`src/rtl/mem_arbiter.sv`:
```
// Round-robin arbiter sharing one memory port between instruction fetch (read-only)
// and execute (read/write). One transaction in flight; level req/ready towards requesters.
module mem_arbiter #(
    parameter int ADDR_W = 8,
    parameter int DATA_W = 8
) (
    input  logic              clk,
    input  logic              rst,
    input  logic              f_req,
    input  logic [ADDR_W-1:0] f_addr,
    output logic [DATA_W-1:0] f_rdata,
    output logic              f_ready,
    input  logic              e_req,
    input  logic              e_we,
    input  logic [ADDR_W-1:0] e_addr,
    input  logic [DATA_W-1:0] e_wdata,
    output logic [DATA_W-1:0] e_rdata,
    output logic              e_ready,
    output logic              mem_req,
    output logic              mem_we,
    output logic [ADDR_W-1:0] mem_addr,
    output logic [DATA_W-1:0] mem_wdata,
    input  logic [DATA_W-1:0] mem_rdata,
    input  logic              mem_ack,
    output logic [1:0]        dbg_state_o
);

    // Handshakes: a requester raises req with addr/we/wdata stable and holds them until it
    // sees its ready; ready then stays high until that req is seen low. Towards memory,
    // mem_req and mem_* stay stable until mem_ack completes the access.
    typedef enum logic [1:0] {
        ST_IDLE = 2'd0,
        ST_BUSY = 2'd1,
        ST_DONE = 2'd2
    } state_t;

    localparam logic GNT_F = 1'b0;
    localparam logic GNT_E = 1'b1;

    state_t              state_q;
    logic                grant_q;
    logic                last_q;
    logic                mem_req_q;
    logic                mem_we_q;
    logic [ADDR_W-1:0]   mem_addr_q;
    logic [DATA_W-1:0]   mem_wdata_q;
    logic [DATA_W-1:0]   f_rdata_q;
    logic [DATA_W-1:0]   e_rdata_q;
    logic                f_ready_q;
    logic                e_ready_q;

    logic                pick_e_d;
    logic                granted_req;

    // Execute wins when it is alone, or on a tie when fetch was served last.
    always_comb begin
        pick_e_d = e_req & (~f_req | (last_q == GNT_F));
    end

    assign granted_req = (grant_q == GNT_E) ? e_req : f_req;

    always_ff @(posedge clk) begin
        if (rst) begin
            state_q     <= ST_IDLE;
            grant_q     <= GNT_F;
            last_q      <= GNT_E;
            mem_req_q   <= 1'b0;
            mem_we_q    <= 1'b0;
            mem_addr_q  <= '0;
            mem_wdata_q <= '0;
            f_rdata_q   <= '0;
            e_rdata_q   <= '0;
            f_ready_q   <= 1'b0;
            e_ready_q   <= 1'b0;
        end else begin
            case (state_q)
                ST_IDLE: begin
                    if (f_req || e_req) begin
                        grant_q   <= pick_e_d;
                        mem_req_q <= 1'b1;
                        state_q   <= ST_BUSY;
                        if (pick_e_d) begin
                            mem_addr_q  <= e_addr;
                            mem_we_q    <= e_we;
                            mem_wdata_q <= e_wdata;
                        end else begin
                            mem_addr_q  <= f_addr;
                            mem_we_q    <= 1'b0;
                        end
                    end
                end
                ST_BUSY: begin
                    if (mem_ack) begin
                        mem_req_q <= 1'b0;
                        mem_we_q  <= 1'b0;
                        last_q    <= grant_q;
                        state_q   <= ST_DONE;
                        if (grant_q == GNT_E) begin
                            e_ready_q <= 1'b1;
                            if (!mem_we_q) begin
                                e_rdata_q <= mem_rdata;
                            end
                        end else begin
                            f_ready_q <= 1'b1;
                            f_rdata_q <= mem_rdata;
                        end
                    end
                end
                ST_DONE: begin
                    // A new grant waits for IDLE, even if the other requester is pending.
                    if (!granted_req) begin
                        f_ready_q <= 1'b0;
                        e_ready_q <= 1'b0;
                        state_q   <= ST_IDLE;
                    end
                end
                default: begin
                    state_q <= ST_IDLE;
                end
            endcase
        end
    end

    assign mem_req     = mem_req_q;
    assign mem_we      = mem_we_q;
    assign mem_addr    = mem_addr_q;
    assign mem_wdata   = mem_wdata_q;
    assign f_rdata     = f_rdata_q;
    assign e_rdata     = e_rdata_q;
    assign f_ready     = f_ready_q;
    assign e_ready     = e_ready_q;
    assign dbg_state_o = state_q;

endmodule

```
`config.mk`:
```
export PLATFORM = sky130hd
export DESIGN_NAME = mem_arbiter
export DESIGN_NICKNAME = d
export VERILOG_FILES = /design/src/rtl/mem_arbiter.sv
export SDC_FILE = /design/constraint.sdc
export NUM_CORES = 1
export LEC_CHECK = 0
export BUFFER_PORTS_ARGS = -buffer_cell sky130_fd_sc_hd__clkbuf_2
export CORE_UTILIZATION = 40
export DETAILED_ROUTE_END_ITERATION = 12
export PLACE_DENSITY_LB_ADDON = 0.1
export SLEW_MARGIN = 20
export SYNTH_ARGS = -nofsm -noshare
export SYNTH_HDL_FRONTEND = slang
export SYNTH_SLANG_ARGS = --single-unit
```
`constraint.sdc`:
```
create_clock -name clk -period 1.4 [get_ports clk]
set_input_delay 0.21 -clock clk [delete_from_list [all_inputs] [get_ports clk]]
set_output_delay 0.21 -clock clk [all_outputs]
set_load 0.05 [all_outputs]
```
==> results of run 1 <==
-- cells in the final DEF, fill, tap and decap left out, types with 2 or more instances in the layout --
cell type | Yosys | layout
clkbuf_2 | 0 | 75
dfxtp_1 | 40 | 38
nand2_1 | 34 | 34
a21oi_1 | 21 | 21
nand2b_1 | 18 | 18
o21ai_1 | 10 | 10
nand3_1 | 8 | 8
a21oi_2 | 8 | 8
mux2i_1 | 8 | 8
buf_4 | 1 | 7
a311oi_1 | 6 | 6
clkbuf_8 | 0 | 6
nor2_1 | 4 | 4
nor2_4 | 2 | 2
a311oi_2 | 2 | 2
clkbuf_1 | 3 | 2
dfxtp_2 | 0 | 2
-- registers in the layout, indices dropped and copies added (netlist names) --
signal	flops
mem_we	1
last_q	1
grant_q	1
f_rdata	8
e_ready	1
e_rdata	8
mem_wdata	8
f_ready	1
mem_addr	8
mem_req	1
dbg_state_o	2
-- metal layers --
| layer | wire length (microns) | GRT usage (%) | share of wire, % | vias to the layer above |
|---|---|---|---|---|
| met5 | 0 | 0 | 0 | - |
| met4 | 63 | 8.59 | 1.5 | 0 |
| met3 | 259 | 4.61 | 6.3 | 8 |
| met2 | 1870 | 31.6 | 45 | 54 |
| met1 | 1960 | 23.9 | 47 | 739 |
| li1 | - | - | - | 817 |
-- area by class of cell --
cell class	instances	share of cell area, %
Multi-Input combinational cell	136	38.8
Timing Repair Buffer	82	18.9
Tap cell	50	2.76
Clock buffer	8	3.98
Inverter	1	0.166
Sequential cell	40	35.5
-- cells by family (layout without fill, tap and decap cells) --
| group | count (synthesis) | count (layout) | synth area share, % |
|---|---|---|---|
| AO/OA/AOI/OAI | 53 | 53 | 21.2 |
| buffers and inverters | 14 | 91 | 5.16 |
| AND/OR/NAND/NOR | 74 | 74 | 23.3 |
| flip-flops | 40 | 40 | 45.2 |
| multiplexers | 9 | 9 | 5.16 |
-- where the power goes --
group          internal [mW]  total (mW)  switching (mW)
logic                  0.199       0.641           0.442
registers               1.21        1.26          0.0558
clock network          0.402       0.785           0.383
-- worst min-delay path, cell delays in order --
cell and delay [ns]:
clkbuf_2 0.08, nand3_1 0.05, a21oi_1 0.05
-- path summary, 6_finish.rpt --
kind / to / slack [ns] / depth (start not counted)
worst max-delay path: mem_we / 0.06 / 1
worst min-delay path: mem_wdata[0] / 0.16 / 3
worst max register to register: mem_addr[7] / 0.16 / 3
worst min register to register: e_ready / 0.45 / 2
==> flow_summary.toml, run 1 <==
[timing]
maxSlewHeadroom_pct = 73.1
fin_crit_sh_pct = 95.4
fmax_ghz = 0.749
clock_skew_ns = 0.00409
setup_slack_ns = 0.0644
setup_viol = 0
rsz0062_at_grt = "false"
fin_setup_tns_ns = 0
worst_pin_slew_ns = 0.402
fin_hold_ws_ns = 0.160
fin_crit_ns = 1.34
report.final.slew_viol_count = 0
hold_viol_final = 0

[critical_path]
timing.critical_path.from_type = "register"
path_max_fanout = 3
slowest_delay_ns = 0.49
cp_data_required_time_ns = 1.19
crit_chain = "clkbuf_2"
cp_data_arrival_time_ns = 1.13
cp_num_buf_inv = 1
critPathTopFamily = "flip-flops"
worstReg2RegStart = "last_q"
critPathLaunch = "mem_we"
cp-end-kind = "primary output"
crit_path_top_delay_cell = "dfxtp_1"
critPathKind = "reg2out"

[drt]
ant_nets = 0
first_iter_violations = 102
wl_per_cell_microns = 13.1
finalWirelength_microns = 4140
via_count = 1618
via_per_inst = 5.10
drtPass1Iterations = 4
drc_errors = 0

[synth]
yosysMostFrequentCell = "dfxtp_1"
synth-edff-count = 0
synth_largest_area_cell = "dfxtp_1"
synth_commonest_cells = "dfxtp_1, nand2_1, a21oi_1, nand2b_1, o21ai_1"
postSynthCellCount = 190
yosysTopAreaCellShare_pct = 45.2
synth_ff_type = "dfxtp_1"
syn_nets = 228
syn_area_sq_um = 1770
ys_ff_latch = 40
synthArstFlopShare_pct = 0
yosys_warnings = 0
ys_seq_area_share_pct = 45.2
synthTopCellsByArea = "dfxtp_1, nand2_1, nand2b_1, a21oi_1, mux2i_1"
synth.avg_cell_area_sq_um = 9.32
synth.distinct_cells = 33

[floorplan]
die_area_sq_um = 4700
die_h_microns = 68.5
die_x_microns = 68.5
ioPinCount = 76
rows = 23
start_util_pct = 43.0
core_area_sq_um = 4120

[placed_design]
placed_cell_area_sq_um = 2180
dp.cells = 309
gp_congestion = 0.733
pre_cts_slack_ns = 0.156
port-buffer-count = 75
dp_hpwl_microns = 3040

[power_and_ir_drop]
ir_drop_mv = 0.589
p_total_mw = 2.69
leakage_nw = 0.975
powerDensity_nw_per_um2 = 1190

[global_route]
grt_max_degree = 17
grt_usage_pct = 19.3
antenna_found_initial = 0
gr-total-overflow = 0
grt_pass1_vias = 1498
grt_pass1_wl_microns = 6730

[cts]
cts_tree = "built"
cts-resized-gates = 0
cts_inserted_buffers = 5
clk_pin_slew_worst_paths_ns = 0.08
htreeDepth = 2
cts.sinks = 40
ctsHoldBuffers = 0
cts_setup_buffers = 0
clkLatencyLatePin_ns = 0.29
cts_max_path_buffers = 2
cts-root-buf = "clkbuf_8"

[status]
status = "completed"

[hold_path]
min-delay-start = "e_wdata[0]"
hold_path.class = "in2reg"

[finish]
fin_area_sq_um = 2270
multiInputGateArea_sq_um = 878
nets = 304
nFillCells = 393
post-route-util_pct = 55.1
register_area_sq_um = 803
drive_gt1_share_pct = 40.4
fin_cells = 317
syn_to_final_growth_pct = 28.0
n_antenna_cell = 0

[run]
maxCapViolations = 0
(Power assumes the default switching activity.)
==> run 2, diff against run 1 <==
- ABC_AREA: default -> 1
==> run 2 against run 1 <==
  * Synthesized cell count grew 31%
  * Die area shrank 4.0%
  * Combinational power grew 8.7%
  * Critical endpoint is now e_rdata[5]
  * Largest power group unchanged
  * Core utilization grew 0.53 points
  * Sequential share of layout area grew 0.42 points
  * Critical path depth grew 4
  * Sequential power is essentially flat
  * Critical path type is now reg2reg
==> flow_summary.toml, run 2 <==
[hold_path]
hold_path.class = "in2reg"

[critical_path]
cp_data_required_time_ns = 1.59
cp_common_cell = "nand2_1"
crit_path_top_delay_cell = "dfxtp_1"
cp_num_buf_inv = 0
critPathTopFamily = "simple AND/OR/NAND/NOR gates"
cp-end-kind = "register"
path_max_fanout = 16
cp_data_arrival_time_ns = 1.44
critPathKind = "reg2reg"
slowest_delay_ns = 0.46
timing.critical_path.from_type = "register"
crit_chain = "nand3_1 > nor2_4 > nand2_1 > nand2_1 > nor2_1"

[placed_design]
dp.cells = 369
dp_hpwl_microns = 2640
port-buffer-count = 75
gp_congestion = 0.822
pre_cts_slack_ns = 0.177
placed_cell_area_sq_um = 2110

[finish]
nets = 364
n_antenna_cell = 0
drive_gt1_share_pct = 30.1
syn_to_final_growth_pct = 31.9
layout_common_cells = "nor2_1, clkbuf_2, nand2_1"
post-route-util_pct = 55.6
fin_area_sq_um = 2240
mostFrequentLayoutCell = "nor2_1"
fin_cells = 376

[synth]
synth_largest_area_cell = "dfxtp_1"
ys_seq_area_share_pct = 47.2
synth_ff_type = "dfxtp_1"
synth.distinct_cells = 17
synthArstFlopShare_pct = 0
yosysMostFrequentCell = "nor2_1"
synthTopCellsByArea = "dfxtp_1, nor2_1, nand2_1, inv_1, o21ai_0"
syn_area_sq_um = 1700
synth.avg_cell_area_sq_um = 6.85
yosysTopAreaCellShare_pct = 47.2
ys_ff_latch = 40
synth-edff-count = 0
synth_commonest_cells = "nor2_1, nand2_1, dfxtp_1, inv_1, o21ai_0"
yosys_warnings = 0
syn_nets = 286
postSynthCellCount = 248

[drt]
ant_nets = 0
finalWirelength_microns = 3790
first_iter_violations = 53
wl_per_cell_microns = 10.1
drc_errors = 0
drtPass1Iterations = 4
via_per_inst = 4.40
via_count = 1653

[timing]
fin_hold_ws_ns = 0.138
setup_viol = 0
fin_crit_ns = 1.25
maxSlewHeadroom_pct = 74.6
fmax_ghz = 0.802
report.final.slew_viol_count = 0
fin_crit_sh_pct = 89.1
fin_setup_tns_ns = 0
hold_viol_final = 0
clock_skew_ns = 0.00487
worst_pin_slew_ns = 0.380
rsz0062_at_grt = "false"
setup_slack_ns = 0.153

[floorplan]
ioPinCount = 76
rows = 23
start_util_pct = 42.1
die_x_microns = 67.2
core_area_sq_um = 4030
die_h_microns = 67.2
die_area_sq_um = 4510

[global_route]
antenna_found_initial = 0
grt_max_degree = 21
grt_pass1_vias = 1401
grt_usage_pct = 18.0
gr-total-overflow = 0
grt_pass1_wl_microns = 6070

[power_and_ir_drop]
ir_drop_mv = 0.790
p_total_mw = 3.07
p_sw_share_pct = 31.3
clkPwrFrac_pct = 35.7
seqPwrFrac_pct = 41.6
leakage_nw = 1.20
switchingPower_mw = 0.961
powerDensity_nw_per_um2 = 1370
internal_power_mw = 2.11
comb_power_share_pct = 22.7

[cts]
cts_tree = "built"
ctsHoldBuffers = 0
cts-resized-gates = 0
cts_inserted_buffers = 5
cts.sinks = 40
htreeDepth = 2
clk_pin_slew_worst_paths_ns = 0.08
clkLatencyLatePin_ns = 0.29
cts_setup_buffers = 0
cts-root-buf = "clkbuf_8"
cts_max_path_buffers = 2

[status]
status = "completed"

[run]
maxCapViolations = 0
run 2: power groups by stage:
stage | Combinational (mW) | Sequential [mW] | Clock, mW
3_5_place_dp | 0.700 | 1.30 | 0
3_3_place_gp | 0.698 | 1.30 | 0
5_1_grt | 0.761 | 1.29 | 1.16
4_1_cts | 0.705 | 1.28 | 1.12
2_1_floorplan | 0.241 | 1.59 | 0
6_report | 0.697 | 1.28 | 1.10
run 2: logic make-up (layout without fill, tap and decap cells):
kind of cell           after synthesis  after routing  share of synthesized area (%)
buffers and inverters               34            112                           8.92
and+or+nand+nor                    151            151                           36.9
DFF                                 40             40                           47.2
AOI/OAI and AO/OA                   23             23                           7.00
run 2: worst paths after layout:
kind / start / end / slack, ns / cells after the start
min reg2reg: e_ready / e_ready / 0.45 / 2
min: e_wdata[0] / mem_wdata[0] / 0.14 / 3
max reg2reg: grant_q / e_rdata[5] / 0.15 / 5
max: grant_q / e_rdata[5] / 0.15 / 5
run 2: metal layers:
| layer | share of wire (%) | vias to the layer above | global-route usage [%] |
|---|---|---|---|
| met1 | 48 | 703 | 22.5 |
| met4 | 1.6 | 0 | 7.18 |
| met2 | 44 | 45 | 28.0 |
| met3 | 5.7 | 6 | 6.25 |
| li1 | - | 899 | - |
| met5 | 0 | - | 0 |
run 2: worst reg2reg max path: cells and delay by family (launching register included):
kind / cells / cell delay [ns]
flops: 1 / 0.46
simple gates: 5 / 0.70
run 2: layout make-up:
cell class                      count  area (sq um)
Timing Repair Buffer               78           398
Multi-Input combinational cell    174           746
Inverter                           27           101
Clock buffer                        5          68.8
Fill cell                         419          1790
Clock inverter                      2          60.1
Sequential cell                    40           803
Tap cell                           50          62.6
==> run 3, diff against run 2 <==
- CORE_UTILIZATION: 40 -> 46
- clock period: 1.4 -> 1.36 ns (I/O delays scaled with it)
==> run 3 against run 2 <==
  * Count of clock-buffer cells in the layout grew 1
  * Largest power group unchanged
  * Global-route usage is 2.1 points higher
  * Worst hold slack got worse by 0.0024 ns
  * Wire length down 3.9%
  * Final cell count shrank 1.1%
  * Highest routed layer unchanged
  * Combinational power up 4.9%
  * Register-to-register slack hardly changed
==> flow_summary.toml, run 3 (synthesis results as in run 2) <==
[cts]
clk_pin_slew_worst_paths_ns = 0.07
cts-root-buf = "clkbuf_8"
cts_inserted_buffers = 5
cts_tree = "built"
ctsHoldBuffers = 0
cts_max_path_buffers = 2
htreeDepth = 2
cts-resized-gates = 0
clkLatencyLatePin_ns = 0.29
cts.sinks = 40

[global_route]
gr-total-overflow = 0
grt_pass1_vias = 1433
grt_pass1_wl_microns = 6160
grt_usage_pct = 20.1
antenna_found_initial = 0
grt_max_degree = 35

[placed_design]
dp_hpwl_microns = 2600
pre_cts_slack_ns = 0.162
placed_cell_area_sq_um = 2110
port-buffer-count = 75
gp_congestion = 0.840
dp.cells = 364

[critical_path]
r2r_cells = 5
r2r-end = "e_rdata[0]"
worstReg2RegStart = "grant_q"
crit_chain = "clkbuf_2"
r2r_slack_ns = 0.14
crit_path_top_delay_cell = "dfxtp_2"
cp_data_arrival_time_ns = 1.03
critPathKind = "reg2out"
timing.critical_path.from_type = "register"
path_max_fanout = 8
cp_data_required_time_ns = 1.16
cp_num_buf_inv = 1
critPathTopFamily = "flip-flops"
cp-end-kind = "primary output"
slowest_delay_ns = 0.43

[timing]
clock_skew_ns = 0.00594
worst_pin_slew_ns = 0.336
setup_slack_ns = 0.130
fin_crit_ns = 1.23
rsz0062_at_grt = "false"
report.final.slew_viol_count = 0
fmax_ghz = 0.813
fin_setup_tns_ns = 0
hold_viol_final = 0
maxSlewHeadroom_pct = 77.6
fin_crit_sh_pct = 90.5
setup_viol = 0

[floorplan]
die_area_sq_um = 3940
die_x_microns = 62.8
start_util_pct = 49.3
rows = 21
core_area_sq_um = 3440
ioPinCount = 76
die_h_microns = 62.8

[drt]
first_iter_violations = 75
wl_per_cell_microns = 9.78
drc_errors = 0
drtPass1Iterations = 4
finalWirelength_microns = 3640
via_per_inst = 4.45
via_count = 1657
ant_nets = 0

[finish]
drive_gt1_share_pct = 29.8
syn_to_final_growth_pct = 30.1
fin_area_sq_um = 2210
post-route-util_pct = 64.2
layout_common_cells = "nor2_1, clkbuf_2, nand2_1"
mostFrequentLayoutCell = "nor2_1"
n_antenna_cell = 0
nets = 364
fin_cells = 372

[run]
maxCapViolations = 0

[hold_path]
whs_path_depth = 3
whs_endpoint = "mem_wdata[6]"
min-delay-start = "e_wdata[6]"
hold_path.class = "in2reg"

[power_and_ir_drop]
ir_drop_mv = 0.811
powerDensity_nw_per_um2 = 1250
leakage_nw = 1.19

[status]
status = "completed"
==> run 3: cell count changes in the layout (fill, tap and decap cells not counted) <==
cell / previous run / this run
buf_12: 0 / 2
clkbuf_1: 0 / 1
bufinv_16: 2 / 0
buf_4: 3 / 1
clkinv_2: 0 / 1
==> run 3: report_power, final <==
| part | internal (mW) | switching (mW) | leakage [nW] | total [mW] |
|---|---|---|---|---|
| logic | 0.199 | 0.532 | 0.819 | 0.731 |
| registers | 1.26 | 0.0526 | 0.329 | 1.32 |
| clock network | 0.348 | 0.375 | 0.0410 | 0.724 |
| total | 1.81 | 0.960 | 1.19 | 2.77 |
==> run 3: cell type report <==
type	count	area, sq um
fillers	351	1230
inverters	27	101
multi-input cells	174	746
clock inverters	1	5.00
repair buffers	78	423
well taps	46	57.6
flip-flops and latches	40	803
clock buffers	6	72.6
==> run 3: worst max path at each step <==
stage,from,to,slack [ns],depth (start not counted)
global placement,dbg_state_o[1],f_rdata[0],0.17,6
global route,grant_q,e_rdata[2],0.007,5
detailed placement,dbg_state_o[1],f_rdata[5],0.16,6
finish,dbg_state_o[0],dbg_state_o[0],0.13,1
CTS,dbg_state_o[0],dbg_state_o[0],0.12,1
floorplan,dbg_state_o[0],e_rdata[5],0.10,6
==> run 3: per-stage QoR <==
stage | hold WS [ns] | power (mW)
after floorplan | 0.266 | 1.88
after global placement | 0.425 | 2.06
after detailed placement | 0.433 | 2.06
after CTS | 0.127 | 2.79
after global routing | 0.125 | 2.92
final | 0.136 | 2.77
==> run 3: metal layers <==
| metal | track usage, % | up-vias | part of all wire [%] |
|---|---|---|---|
| li1 | - | 898 | - |
| met1 | 25.0 | 706 | 49 |
| met2 | 31.5 | 46 | 44 |
| met3 | 5.47 | 7 | 5.1 |
| met4 | 10.5 | 0 | 2.0 |
| met5 | 0 | - | 0 |
==> run 3: what timing repair did <==
action,4_1_cts,5_1_grt
endpoints found under the hold margin,0,0
endpoints found under the setup margin,0,1
setup buffers,0,1
